==> src/rtl/mips_muldiv_unit_if.sv <==
// Handshake and data bundle between the execute stage and the multiply/divide unit.
// The issuing pipeline drives the request side (master); the unit drives status and HI/LO (slave).
interface mips_muldiv_unit_if #(
    parameter int WIDTH = 32
);
    logic             start;
    logic [2:0]       op;
    logic [WIDTH-1:0] rs_data;
    logic [WIDTH-1:0] rt_data;
    logic             flush;
    logic             busy;
    logic             done;
    logic [WIDTH-1:0] hi;
    logic [WIDTH-1:0] lo;

    modport master (
        output start, op, rs_data, rt_data, flush,
        input  busy, done, hi, lo
    );

    modport slave (
        input  start, op, rs_data, rt_data, flush,
        output busy, done, hi, lo
    );
endinterface

==> src/rtl/mips_muldiv_unit.sv <==
// Iterative MIPS multiply/divide unit owning the architectural HI/LO registers.
// Signed operations run on magnitudes; the sign is restored in a single FIX cycle,
// so every mult/div takes exactly WIDTH+1 cycles from the accepting edge to done.
module mips_muldiv_unit #(
    parameter int WIDTH = 32
) (
    input logic              clk,
    input logic              rst_n,
    mips_muldiv_unit_if.slave bus
);
    localparam int CW = $clog2(WIDTH + 1);

    typedef enum logic [1:0] {
        S_IDLE,
        S_CALC,
        S_FIX
    } state_e;

    typedef enum logic [2:0] {
        OP_MULT  = 3'b000,
        OP_MULTU = 3'b001,
        OP_DIV   = 3'b010,
        OP_DIVU  = 3'b011,
        OP_MTHI  = 3'b100,
        OP_MTLO  = 3'b101
    } op_e;

    state_e             state_q, state_d;
    logic [CW-1:0]      count_q;
    // Multiply: {partial product, remaining multiplier bits}.
    // Divide:   {partial remainder, dividend bits shifting into quotient}.
    logic [2*WIDTH-1:0] acc_q;
    logic [WIDTH-1:0]   opb_q;      // multiplicand or divisor magnitude
    logic               is_div_q;
    logic               q_neg_q;    // product / quotient must be negated
    logic               r_neg_q;    // remainder must be negated (dividend was negative)
    logic               dbz_q;      // divide by zero: quotient forced to all-ones
    logic [WIDTH-1:0]   hi_q, lo_q;
    logic               done_q;

    logic load_en, iter_en, write_en;

    // Request decode: flush in IDLE suppresses any simultaneous start.
    logic idle, req_ok, start_md, start_mthi, start_mtlo;
    assign idle       = (state_q == S_IDLE);
    assign req_ok     = idle && bus.start && !bus.flush;
    assign start_md   = req_ok && (bus.op == OP_MULT || bus.op == OP_MULTU ||
                                   bus.op == OP_DIV  || bus.op == OP_DIVU);
    assign start_mthi = req_ok && (bus.op == OP_MTHI);
    assign start_mtlo = req_ok && (bus.op == OP_MTLO);

    // Operand preparation: magnitudes for signed ops, raw values for unsigned.
    logic             op_signed, op_div, a_neg, b_neg;
    logic [WIDTH-1:0] a_mag, b_mag;
    assign op_signed = (bus.op == OP_MULT) || (bus.op == OP_DIV);
    assign op_div    = (bus.op == OP_DIV)  || (bus.op == OP_DIVU);
    assign a_neg     = op_signed && bus.rs_data[WIDTH-1];
    assign b_neg     = op_signed && bus.rt_data[WIDTH-1];
    assign a_mag     = a_neg ? -bus.rs_data : bus.rs_data;
    assign b_mag     = b_neg ? -bus.rt_data : bus.rt_data;

    // One shift-add multiply step: add multiplicand when the low multiplier bit is set.
    logic [WIDTH:0]     mul_sum;
    logic [2*WIDTH-1:0] mul_next;
    assign mul_sum  = {1'b0, acc_q[2*WIDTH-1:WIDTH]} + (acc_q[0] ? {1'b0, opb_q} : '0);
    assign mul_next = {mul_sum, acc_q[WIDTH-1:1]};

    // One restoring divide step: shift in a dividend bit, keep the subtraction if it did not borrow.
    logic [WIDTH:0]     div_shift, div_trial;
    logic [2*WIDTH-1:0] div_next;
    assign div_shift = acc_q[2*WIDTH-1:WIDTH-1];
    assign div_trial = div_shift - {1'b0, opb_q};
    assign div_next  = div_trial[WIDTH]
                     ? {div_shift[WIDTH-1:0], acc_q[WIDTH-2:0], 1'b0}
                     : {div_trial[WIDTH-1:0], acc_q[WIDTH-2:0], 1'b1};

    // Sign correction applied in FIX before HI/LO are written.
    logic [2*WIDTH-1:0] prod_fix;
    logic [WIDTH-1:0]   quo, rem, fix_hi, fix_lo;
    assign prod_fix = q_neg_q ? -acc_q : acc_q;
    assign quo      = acc_q[WIDTH-1:0];
    assign rem      = acc_q[2*WIDTH-1:WIDTH];
    assign fix_lo   = is_div_q ? (dbz_q ? '1 : (q_neg_q ? -quo : quo)) : prod_fix[WIDTH-1:0];
    assign fix_hi   = is_div_q ? (r_neg_q ? -rem : rem) : prod_fix[2*WIDTH-1:WIDTH];

    // FSM next state and datapath enables.
    always_comb begin
        // NOTE: every output of this block gets a default first so no path leaves one unassigned, which would infer a latch.
        state_d  = state_q;
        load_en  = 1'b0;
        iter_en  = 1'b0;
        write_en = 1'b0;
        case (state_q)
            S_IDLE: begin
                if (start_md) begin
                    state_d = S_CALC;
                    load_en = 1'b1;
                end
            end
            S_CALC: begin
                if (bus.flush) begin
                    state_d = S_IDLE;
                end else begin
                    iter_en = 1'b1;
                    if (count_q == CW'(1)) state_d = S_FIX;
                end
            end
            S_FIX: begin
                state_d  = S_IDLE;
                write_en = !bus.flush;
            end
            default: state_d = S_IDLE;
        endcase
    end

    // FSM state register.
    always_ff @(posedge clk or negedge rst_n) begin
        // NOTE: sequential state uses non-blocking assignment so all registers update from pre-edge values.
        if (!rst_n) state_q <= S_IDLE;
        else        state_q <= state_d;
    end

    // Operand latch and iteration datapath.
    always_ff @(posedge clk or negedge rst_n) begin
        if (!rst_n) begin
            count_q  <= '0;
            acc_q    <= '0;
            opb_q    <= '0;
            is_div_q <= 1'b0;
            q_neg_q  <= 1'b0;
            r_neg_q  <= 1'b0;
            dbz_q    <= 1'b0;
        end else if (load_en) begin
            count_q  <= CW'(WIDTH);
            acc_q    <= {{WIDTH{1'b0}}, (op_div ? a_mag : b_mag)};
            opb_q    <= op_div ? b_mag : a_mag;
            is_div_q <= op_div;
            q_neg_q  <= a_neg ^ b_neg;
            r_neg_q  <= a_neg;
            dbz_q    <= (bus.rt_data == '0);
        end else if (iter_en) begin
            count_q <= count_q - CW'(1);
            acc_q   <= is_div_q ? div_next : mul_next;
        end
    end

    // Architectural HI/LO: written by FIX or by MTHI/MTLO in IDLE.
    always_ff @(posedge clk or negedge rst_n) begin
        if (!rst_n) begin
            hi_q <= '0;
            lo_q <= '0;
        end else if (write_en) begin
            hi_q <= fix_hi;
            lo_q <= fix_lo;
        end else if (start_mthi) begin
            hi_q <= bus.rs_data;
        end else if (start_mtlo) begin
            lo_q <= bus.rs_data;
        end
    end

    // Completion pulse in the cycle following the FIX edge.
    always_ff @(posedge clk or negedge rst_n) begin
        if (!rst_n) done_q <= 1'b0;
        else        done_q <= write_en;
    end

    assign bus.busy = !idle;
    assign bus.done = done_q;
    assign bus.hi   = hi_q;
    assign bus.lo   = lo_q;
endmodule

==> src/flat_wrapper.sv <==
// flat-port wrapper written by rule: the top's interface ports become plain ports
module mips_muldiv_unit_flat 
#(
    parameter int WIDTH = 32
)
  (clk, rst_n, bus_start, bus_op, bus_rs_data, bus_rt_data, bus_flush, bus_busy, bus_done, bus_hi, bus_lo);
  mips_muldiv_unit_if #(.WIDTH(WIDTH)) bus_i ();
  input logic clk;
  input logic rst_n;
  input wire logic [$bits(bus_i.start)-1:0] bus_start;
  input wire logic [$bits(bus_i.op)-1:0] bus_op;
  input wire logic [$bits(bus_i.rs_data)-1:0] bus_rs_data;
  input wire logic [$bits(bus_i.rt_data)-1:0] bus_rt_data;
  input wire logic [$bits(bus_i.flush)-1:0] bus_flush;
  output wire logic [$bits(bus_i.busy)-1:0] bus_busy;
  output wire logic [$bits(bus_i.done)-1:0] bus_done;
  output wire logic [$bits(bus_i.hi)-1:0] bus_hi;
  output wire logic [$bits(bus_i.lo)-1:0] bus_lo;
  assign bus_i.start = bus_start;
  assign bus_i.op = bus_op;
  assign bus_i.rs_data = bus_rs_data;
  assign bus_i.rt_data = bus_rt_data;
  assign bus_i.flush = bus_flush;
  assign bus_busy = bus_i.busy;
  assign bus_done = bus_i.done;
  assign bus_hi = bus_i.hi;
  assign bus_lo = bus_i.lo;
  mips_muldiv_unit #(.WIDTH(WIDTH)) u_core (.clk(clk), .rst_n(rst_n), .bus(bus_i));
endmodule
==> config.mk <==
export PLATFORM = sky130hd
export DESIGN_NAME = mips_muldiv_unit_flat
export DESIGN_NICKNAME = d
export VERILOG_FILES = /design/src/rtl/mips_muldiv_unit_if.sv /design/src/rtl/mips_muldiv_unit.sv /design/src/flat_wrapper.sv
export SDC_FILE = /design/constraint.sdc
export NUM_CORES = 1
export LEC_CHECK = 0
export ABC_CLOCK_PERIOD_IN_PS = 7700
export CAP_MARGIN = 10
export CORE_AREA = 2 2 169 171
export DETAILED_ROUTE_END_ITERATION = 7
export DIE_AREA = 0 0 171 173
export GPL_ROUTABILITY_DRIVEN = 0
export GPL_TIMING_DRIVEN = 0
export HOLD_SLACK_MARGIN = 0.12
export PLACE_DENSITY = 0.74
export SLEW_MARGIN = 10
export SYNTH_ARGS = -nofsm -noshare
export SYNTH_HDL_FRONTEND = slang
export SYNTH_SLANG_ARGS = --single-unit
==> constraint.sdc <==
create_clock -name clk -period 7.7 [get_ports clk]
set_clock_uncertainty 0.15 [all_clocks]
set_input_delay 2.31 -clock clk [delete_from_list [all_inputs] [get_ports clk]]
set_output_delay 2.31 -clock clk [all_outputs]
set_load 0.05 [all_outputs]
==> summary.txt, run 1 <==
Timing
  – Min Tclk post-route: 5.78 ns
  – Slew Limit Fails: 0
  – Period utilization: 75.1%
  – Sum of negative setup slack: 0 ns
  – Max Fclk: 173 MHz
  – PnR worst setup slack: 1.92 ns
  – Final hold vios: 0
  – Slew margin rel.: 25.9%
  – Least-Margin Pin Slew: 1.10 ns
  – Final Setup Violations: 0
  – RSZ-0062 raised after global routing: no

Synth
  – #FFs+latches synth: 173
  – Post-synth top area share: 28.7%
  – Most used flip-flop cell after synthesis: dfrtp_1
  – Synth Area per Inst: 7.90 um2
  – Largest area contributor in the netlist: dfrtp_1
  – Top cells by area, synth: dfrtp_1, mux2i_1, nand2_1, ha_1, o21ai_0
  – Syn_nets: 2054
  – Post-synth EDFFs: 0
  – Fraction of registers with async set/reset: 100%
  – Yosys warns: 0
  – Cells after synthesis: 1911
  – Synth top cells by count: nand2_1, nor2_1, dfrtp_1
  – Top-count cell post-synth: nand2_1
  – Mapped cell area: 0.0151 mm2
  – Post-synthesis sequential area ratio: 28.7%
  – Number of distinct library cells after synthesis: 72

Setup path
  – CP Launch Type: primary input
  – Worst reg-to-reg setup slack: 2.98 ns
  – Crit Path Max Fanout: 7
  – Crit path DAT: 5.95 ns
  – Crit end category: flip-flop
  – FF-to-FF path depth: 14
  – RR Startpoint: u_core.acc_q[0]
  – Crit path kind: primary input to flip-flop
  – Reg2reg end: u_core.acc_q[60]
  – Req. time, crit path: 7.86 ns

Detailed routing
  – DRC errors left: 0
  – Total Wirelength: 56500 um
  – Post-route antenna net violation count: 0
  – Via count: 16000
  – Routed len/inst: 23.0 um
  – Drt pass-1 iters: 7
  – Avg Vias per Cell: 6.51
  – Initial drt markers: 2313

CTS
  – H-tree levels: 4
  – CTS resizes: 0
  – Setup Buffers After CTS: 0
  – Clock Sinks: 173
  – CTS root buffer: clkbuf_16
  – Cts bufs inserted: 17
  – Clock buffer depth: 2
  – Clock Latency Late Sink: 0.46 ns
  – Hold buffer count at cts: 0
  – CTS tree: yes
  – Clk slew on worst S/H paths: 0.07 ns

Placement
  – HPWL after DPL: 43800 um
  – Placed cell count: 2422
  – Post-DP Area: 0.0169 mm2
  – Pre-CTS WS: 1.70 ns
  – Port bufs: 132

Status
  – Status: completed

Die
  – Chip width: 171 um
  – Starting density of the core: 54.6%
  – Die Ht: 173 um
  – Die Area: 0.0296 mm2
  – Rows: 61
  – I/O pin count: 137
  – Core area: 0.0276 mm2

Power
  – Power per Cell Area: 380 mW/mm2
  – Sw frac: 51.9%
  – P_leak: 7.39 nW
  – Sequential share of power: 24.6%
  – Int Power: 0.00320 W
  – Total power: 0.00666 W
  – Clk pwr share: 13.2%
  – Net Switching: 0.00345 W
  – VDD IR max: 0.208 mV
  – Gate power share: 62.2%

GRT
  – Largest net degree at the start of global routing: 98
  – Initial antenna violation count: 1
  – Vias in the first global route: 14900
  – Total track usage: 37.6%
  – First-pass GRT wire length: 85600 um
  – Global route total overflow: 0

Cells and area
  – Fin cells: 2454
  – Area growth from synthesis to layout: 15.9%
  – Ant. Diodes: 0
  – Final #Nets: 2206
  – Finished Cell Area: 0.0175 mm2
  – Fraction of layout cells with a size suffix above 1: 3.85%

Worst hold path
  – Hold_sp: u_core.opb_q[6]
  – Hold EP: u_core.opb_q[6]
  – Hold WC Path Type: flip-flop to flip-flop
  – WHS Path Cells: 2

Job
  – Maxcap violations: 0
## cell families (layout without fill, tap and decap cells)
kind of cell,count (synthesis),in the layout,synth area share [%]
DFF,173,173,28.7
and+or+nand+nor,607,607,18.4
muxes,99,99,6.63
xor gates and xnor gates,177,177,10.4
adders and majority gates,72,72,6.07
AOI/OAI and AO/OA,601,601,25.1
buffers and inverters,182,347,4.73
## registers in the layout, summed over array words and instances (netlist names)
name	flops
u_core.acc_q	64
u_core.bus.done	1
u_core.bus.hi	32
u_core.bus.lo	32
u_core.count_q	6
u_core.dbz_q	1
u_core.is_div_q	1
u_core.opb_q	32
u_core.q_neg_q	1
u_core.r_neg_q	1
u_core.state_q	2
## power groups by stage
stage	Combinational, W	Sequential, W	Clock (W)
after CTS	0.00404	0.00161	0.000871
after global routing	0.00446	0.00166	0.000911
final	0.00414	0.00164	0.000878
after global placement	0.00395	0.00161	0
after floorplan	0.00259	0.00185	0
after detailed placement	0.00402	0.00162	0
## cell usage in the layout (no fill, tap or decap), types with 7 or more instances in the layout
cell type | netlist | layout
nor2_1 | 182 | 182
a32oi_1 | 33 | 33
nand2_1 | 241 | 241
inv_1 | 59 | 59
dfrtp_1 | 173 | 173
o21ai_1 | 11 | 11
clkbuf_16 | 0 | 17
nor2b_1 | 11 | 11
a211oi_1 | 9 | 9
a22oi_1 | 16 | 16
clkbuf_1 | 101 | 101
clkdlybuf4s50_1 | 0 | 131
o41ai_1 | 10 | 10
o21a_1 | 8 | 8
buf_2 | 7 | 7
and2_1 | 9 | 9
nor4_2 | 7 | 7
buf_1 | 9 | 9
a21o_1 | 40 | 40
nand4_1 | 7 | 7
and3_1 | 9 | 9
nand2b_1 | 14 | 14
nand3_1 | 23 | 23
mux2_2 | 7 | 7
ha_1 | 70 | 70
o21bai_1 | 7 | 7
a21oi_1 | 165 | 165
o21ai_0 | 171 | 171
or3_1 | 11 | 11
nor4_1 | 23 | 23
mux2i_1 | 91 | 91
o31ai_1 | 24 | 24
nor3_1 | 30 | 30
or4_1 | 12 | 12
xnor2_1 | 82 | 82
o211ai_1 | 42 | 42
or2_2 | 8 | 8
a31oi_1 | 14 | 14
xor2_1 | 94 | 94
## metal layers
layer | routed length [um] | up-vias | track usage [%]
li1 | - | 7199 | -
met4 | 2700 | 2 | 16.5
met2 | 24600 | 1091 | 57.6
met3 | 7070 | 192 | 9.20
met5 | 52 | - | 0
met1 | 22100 | 7483 | 50.3
## critical path, cell delays in order
cell and delay, ns:
clkdlybuf4s50_1 0.64, inv_1 0.14, ha_1 0.17, nor3b_1 0.33, and2_1 0.29, nor4b_1 0.45
nand2_1 0.16, nor4_2 0.41, a21oi_1 0.16, xnor2_1 0.49, o21ai_0 0.21, nand2_1 0.10
o21ai_0 0.08
## layout make-up
type / count / area [um2]
inverter: 61 / 229
timing repair buffer: 133 / 1350
clock buffer: 17 / 425
fill: 2502 / 10100
buffer: 121 / 485
clock inverter: 15 / 145
multi-input combinational: 1556 / 10100
tap: 378 / 473
sequential: 173 / 4330
## stage by stage
step | hold WS, ns | utilization (%)
2_1_floorplan | 0.300 | -
4_1_cts | 0.336 | 63.3
6_report | 0.331 | 63.3
5_1_grt | 0.366 | 63.3
3_3_place_gp | 0.317 | 61.1
3_5_place_dp | 0.320 | 61.3
## how the worst max path moves through the flow
stage,from,endpoint,slack [ns],depth (start not counted)
3_3_place_gp,rst_n,u_core.opb_q[20],-3.15,1
4_1_cts,bus_rs_data[0],u_core.opb_q[30],2.13,13
5_1_grt,bus_rs_data[0],u_core.opb_q[26],1.75,13
2_1_floorplan,bus_rs_data[1],u_core.acc_q[28],3.00,12
3_5_place_dp,bus_rs_data[0],u_core.opb_q[30],1.70,13
6_report,bus_rs_data[0],u_core.opb_q[26],1.92,13
Power figures use the tool's default switching activity.
==> run 2, diff against run 1 <==
--- a/config.mk
+++ b/config.mk
@@ -5,7 +5,7 @@
 export SDC_FILE = /design/constraint.sdc
 export NUM_CORES = 1
 export LEC_CHECK = 0
-export ABC_CLOCK_PERIOD_IN_PS = 7700
+export ABC_CLOCK_PERIOD_IN_PS = 5900
 export CAP_MARGIN = 10
 export CORE_AREA = 2 2 169 171
 export DETAILED_ROUTE_END_ITERATION = 7
==> constraint.sdc (replaced) <==
create_clock -name clk -period 5.9 [get_ports clk]
set_clock_uncertainty 0.15 [all_clocks]
set_input_delay 1.77 -clock clk [delete_from_list [all_inputs] [get_ports clk]]
set_output_delay 1.77 -clock clk [all_outputs]
set_load 0.05 [all_outputs]
==> run 2 against run 1 <==
- the flow now finishes with violations (DRC)
- critical path depth is the same
- register-to-register slack lost 1.8 ns
- power grew 31%
- combinational power grew 30%
- wire length grew 0.21%
- clock power grew 31%
- core utilization is the same
- global-route usage is essentially flat
- critical endpoint is now u_core.opb_q[30]
- largest cell class unchanged
==> summary.txt, run 2 (synthesized netlist as in run 1, its figures left out) <==
Status
  – Status: finished, violations left
  – Failing checks: DRC

Power
  – Total power: 0.00869 W (+31%)
  – Clk pwr share: 13.2% (about the same)
  – Power per Cell Area: 497 mW/mm2 (+31%)
  – Net Switching: 0.00451 W (+31%)
  – Gate power share: 62.2% (about the same)
  – Int Power: 0.00418 W (+31%)
  – P_leak: 7.39 nW (unchanged)
  – Sw frac: 51.9% (about the same)
  – Sequential share of power: 24.6% (about the same)
  – VDD IR max: 0.270 mV (+30%)

GRT
  – First-pass GRT wire length: 85600 um (about the same)
  – Total track usage: 37.6% (about the same)
  – Initial antenna violation count: 1 (unchanged)
  – Vias in the first global route: 14900 (+0.060%)
  – Largest net degree at the start of global routing: 98 (unchanged)
  – Global route total overflow: 0 (unchanged)

Setup path
  – Crit path kind: primary input to flip-flop
  – Crit end category: flip-flop
  – RR Startpoint: u_core.acc_q[0]
  – Worst Setup SP: bus_rs_data[0]
  – CP Launch Type: primary input
  – Req. time, crit path: 6.06 ns (-1.80 ns)
  – Crit Path Max Fanout: 7 (unchanged)
  – Crit path DAT: 5.38 ns (-0.57 ns)

Die
  – Die Ht: 173 um (unchanged)
  – I/O pin count: 137 (unchanged)
  – Chip width: 171 um (unchanged)
  – Core area: 0.0276 mm2 (unchanged)
  – Die Area: 0.0296 mm2 (unchanged)
  – Rows: 61 (unchanged)
  – Starting density of the core: 54.6% (unchanged)

CTS
  – Clk slew on worst S/H paths: 0.08 ns (about the same)
  – Cts bufs inserted: 17 (unchanged)
  – Hold buffer count at cts: 0 (unchanged)
  – CTS tree: yes
  – Setup Buffers After CTS: 0 (unchanged)
  – CTS resizes: 0 (unchanged)
  – CTS root buffer: clkbuf_16
  – Clock buffer depth: 2 (unchanged)
  – H-tree levels: 4 (unchanged)
  – Clock Sinks: 173 (unchanged)
  – Clock Latency Late Sink: 0.45 ns (about the same)

Detailed routing
  – Drt pass-1 iters: 8 (+1)
  – DRC errors left: 1 (+1)
  – Routed len/inst: 23.1 um (+0.21%)
  – Avg Vias per Cell: 6.54 (+0.48%)
  – Initial drt markers: 2295 (-0.78%)
  – Post-route antenna net violation count: 0 (unchanged)
  – Total Wirelength: 56600 um (+0.21%)
  – Via count: 16000 (+0.48%)

Cells and area
  – Ant. Diodes: 0 (unchanged)
  – Most frequent cells in the layout: nand2_1, nor2_1, dfrtp_1
  – Final #Nets: 2206 (unchanged)
  – Fraction of layout cells with a size suffix above 1: 3.85% (unchanged)
  – Commonest non-fill, non-tap cell in the layout: nand2_1
  – Most flops, register: u_core.acc_q
  – Finished Cell Area: 0.0175 mm2 (unchanged)
  – Max reg flops: 64 (unchanged)
  – Area growth from synthesis to layout: 15.9% (unchanged)

Job
  – Maxcap violations: 0 (unchanged)

Placement
  – Port bufs: 132 (unchanged)
  – HPWL after DPL: 43800 um (unchanged)
  – Pre-CTS WS: 0.444 ns (-1.26 ns)
  – Post-DP Area: 0.0169 mm2 (unchanged)

Timing
  – Final Setup Violations: 0 (unchanged)
  – Final hold vios: 0 (unchanged)
  – PnR worst setup slack: 0.685 ns (-1.23 ns)
  – Least-Margin Pin Slew: 1.07 ns (-0.0303 ns)
  – Min Tclk post-route: 5.22 ns
  – Max Fclk: 192 MHz
  – Sum of negative setup slack: 0 ns (unchanged)
  – Period utilization: 88.4%
  – Hold slack: 0.336 ns (+0.00511 ns)
  – Slew margin rel.: 28.0% (+2.0 points)
  – RSZ-0062 raised after global routing: no
  – Slew Limit Fails: 0 (unchanged)

Worst hold path
  – Hold WC Path Type: flip-flop to flip-flop
  – Hold_sp: u_core.opb_q[6]
run 2: cell counts in the layout (fill, tap and decap cells not counted):
No cell type changed its count.
run 2: through the flow:
stage	std cells	utilization, %
after floorplan	1911	-
after global placement	2421	61.1
after detailed placement	2422	61.3
after CTS	2454	63.3
after global routing	2454	63.3
final	2454	63.3
run 2: final cells by class:
type,count,area [um2]
sequential,173,4330
clock buffer,17,425
multi-input combinational,1556,10100
fill,2502,10100
timing repair buffer,133,1350
inverter,61,229
buffer,121,485
tap,378,473
clock inverter,15,145
run 2: metal layers:
layer / routed length (um) / up-vias / share of wire (%) / GRT usage [%]
li1: - / 7199 / - / -
met1: 22100 / 7516 / 39 / 50.3
met2: 24700 / 1141 / 44 / 57.5
met3: 7150 / 188 / 13 / 9.16
met4: 2610 / 0 / 4.6 / 16.7
met5: 0 / - / 0 / 0
run 2: power by group through the flow:
| stage | Sequential, W | Clock [W] | Combinational (W) |
|---|---|---|---|
| after CTS | 0.00209 | 0.00114 | 0.00528 |
| after global placement | 0.00211 | 0 | 0.00516 |
| final | 0.00214 | 0.00115 | 0.00540 |
| after detailed placement | 0.00212 | 0 | 0.00525 |
| after global routing | 0.00216 | 0.00119 | 0.00582 |
| after floorplan | 0.00242 | 0 | 0.00338 |
run 2: path summary, 6_finish.rpt:
kind / slack, ns / cells past startpoint / endpoint
setup / recovery: 0.68 / 13 / u_core.opb_q[30]
hold / removal: 0.34 / 2 / u_core.opb_q[6]
setup reg to reg: 1.17 / 14 / u_core.acc_q[60]
max in group asynchronous: 3.52 / 2 / u_core.acc_q[21]
min in group asynchronous: 1.19 / 1 / u_core.acc_q[40]
hold reg to reg: 0.34 / 2 / u_core.opb_q[6]
run 2: critical path, cell delays in order:
cell and delay [ns]:
clkdlybuf4s50_1 0.64, inv_1 0.14, ha_1 0.17, nor3b_1 0.32
and2_1 0.30, nor4b_1 0.45, nand2_1 0.16, nor4_2 0.41
a31oi_1 0.19, xnor2_1 0.43, nor2_1 0.09, a21oi_1 0.19
o21ai_0 0.12
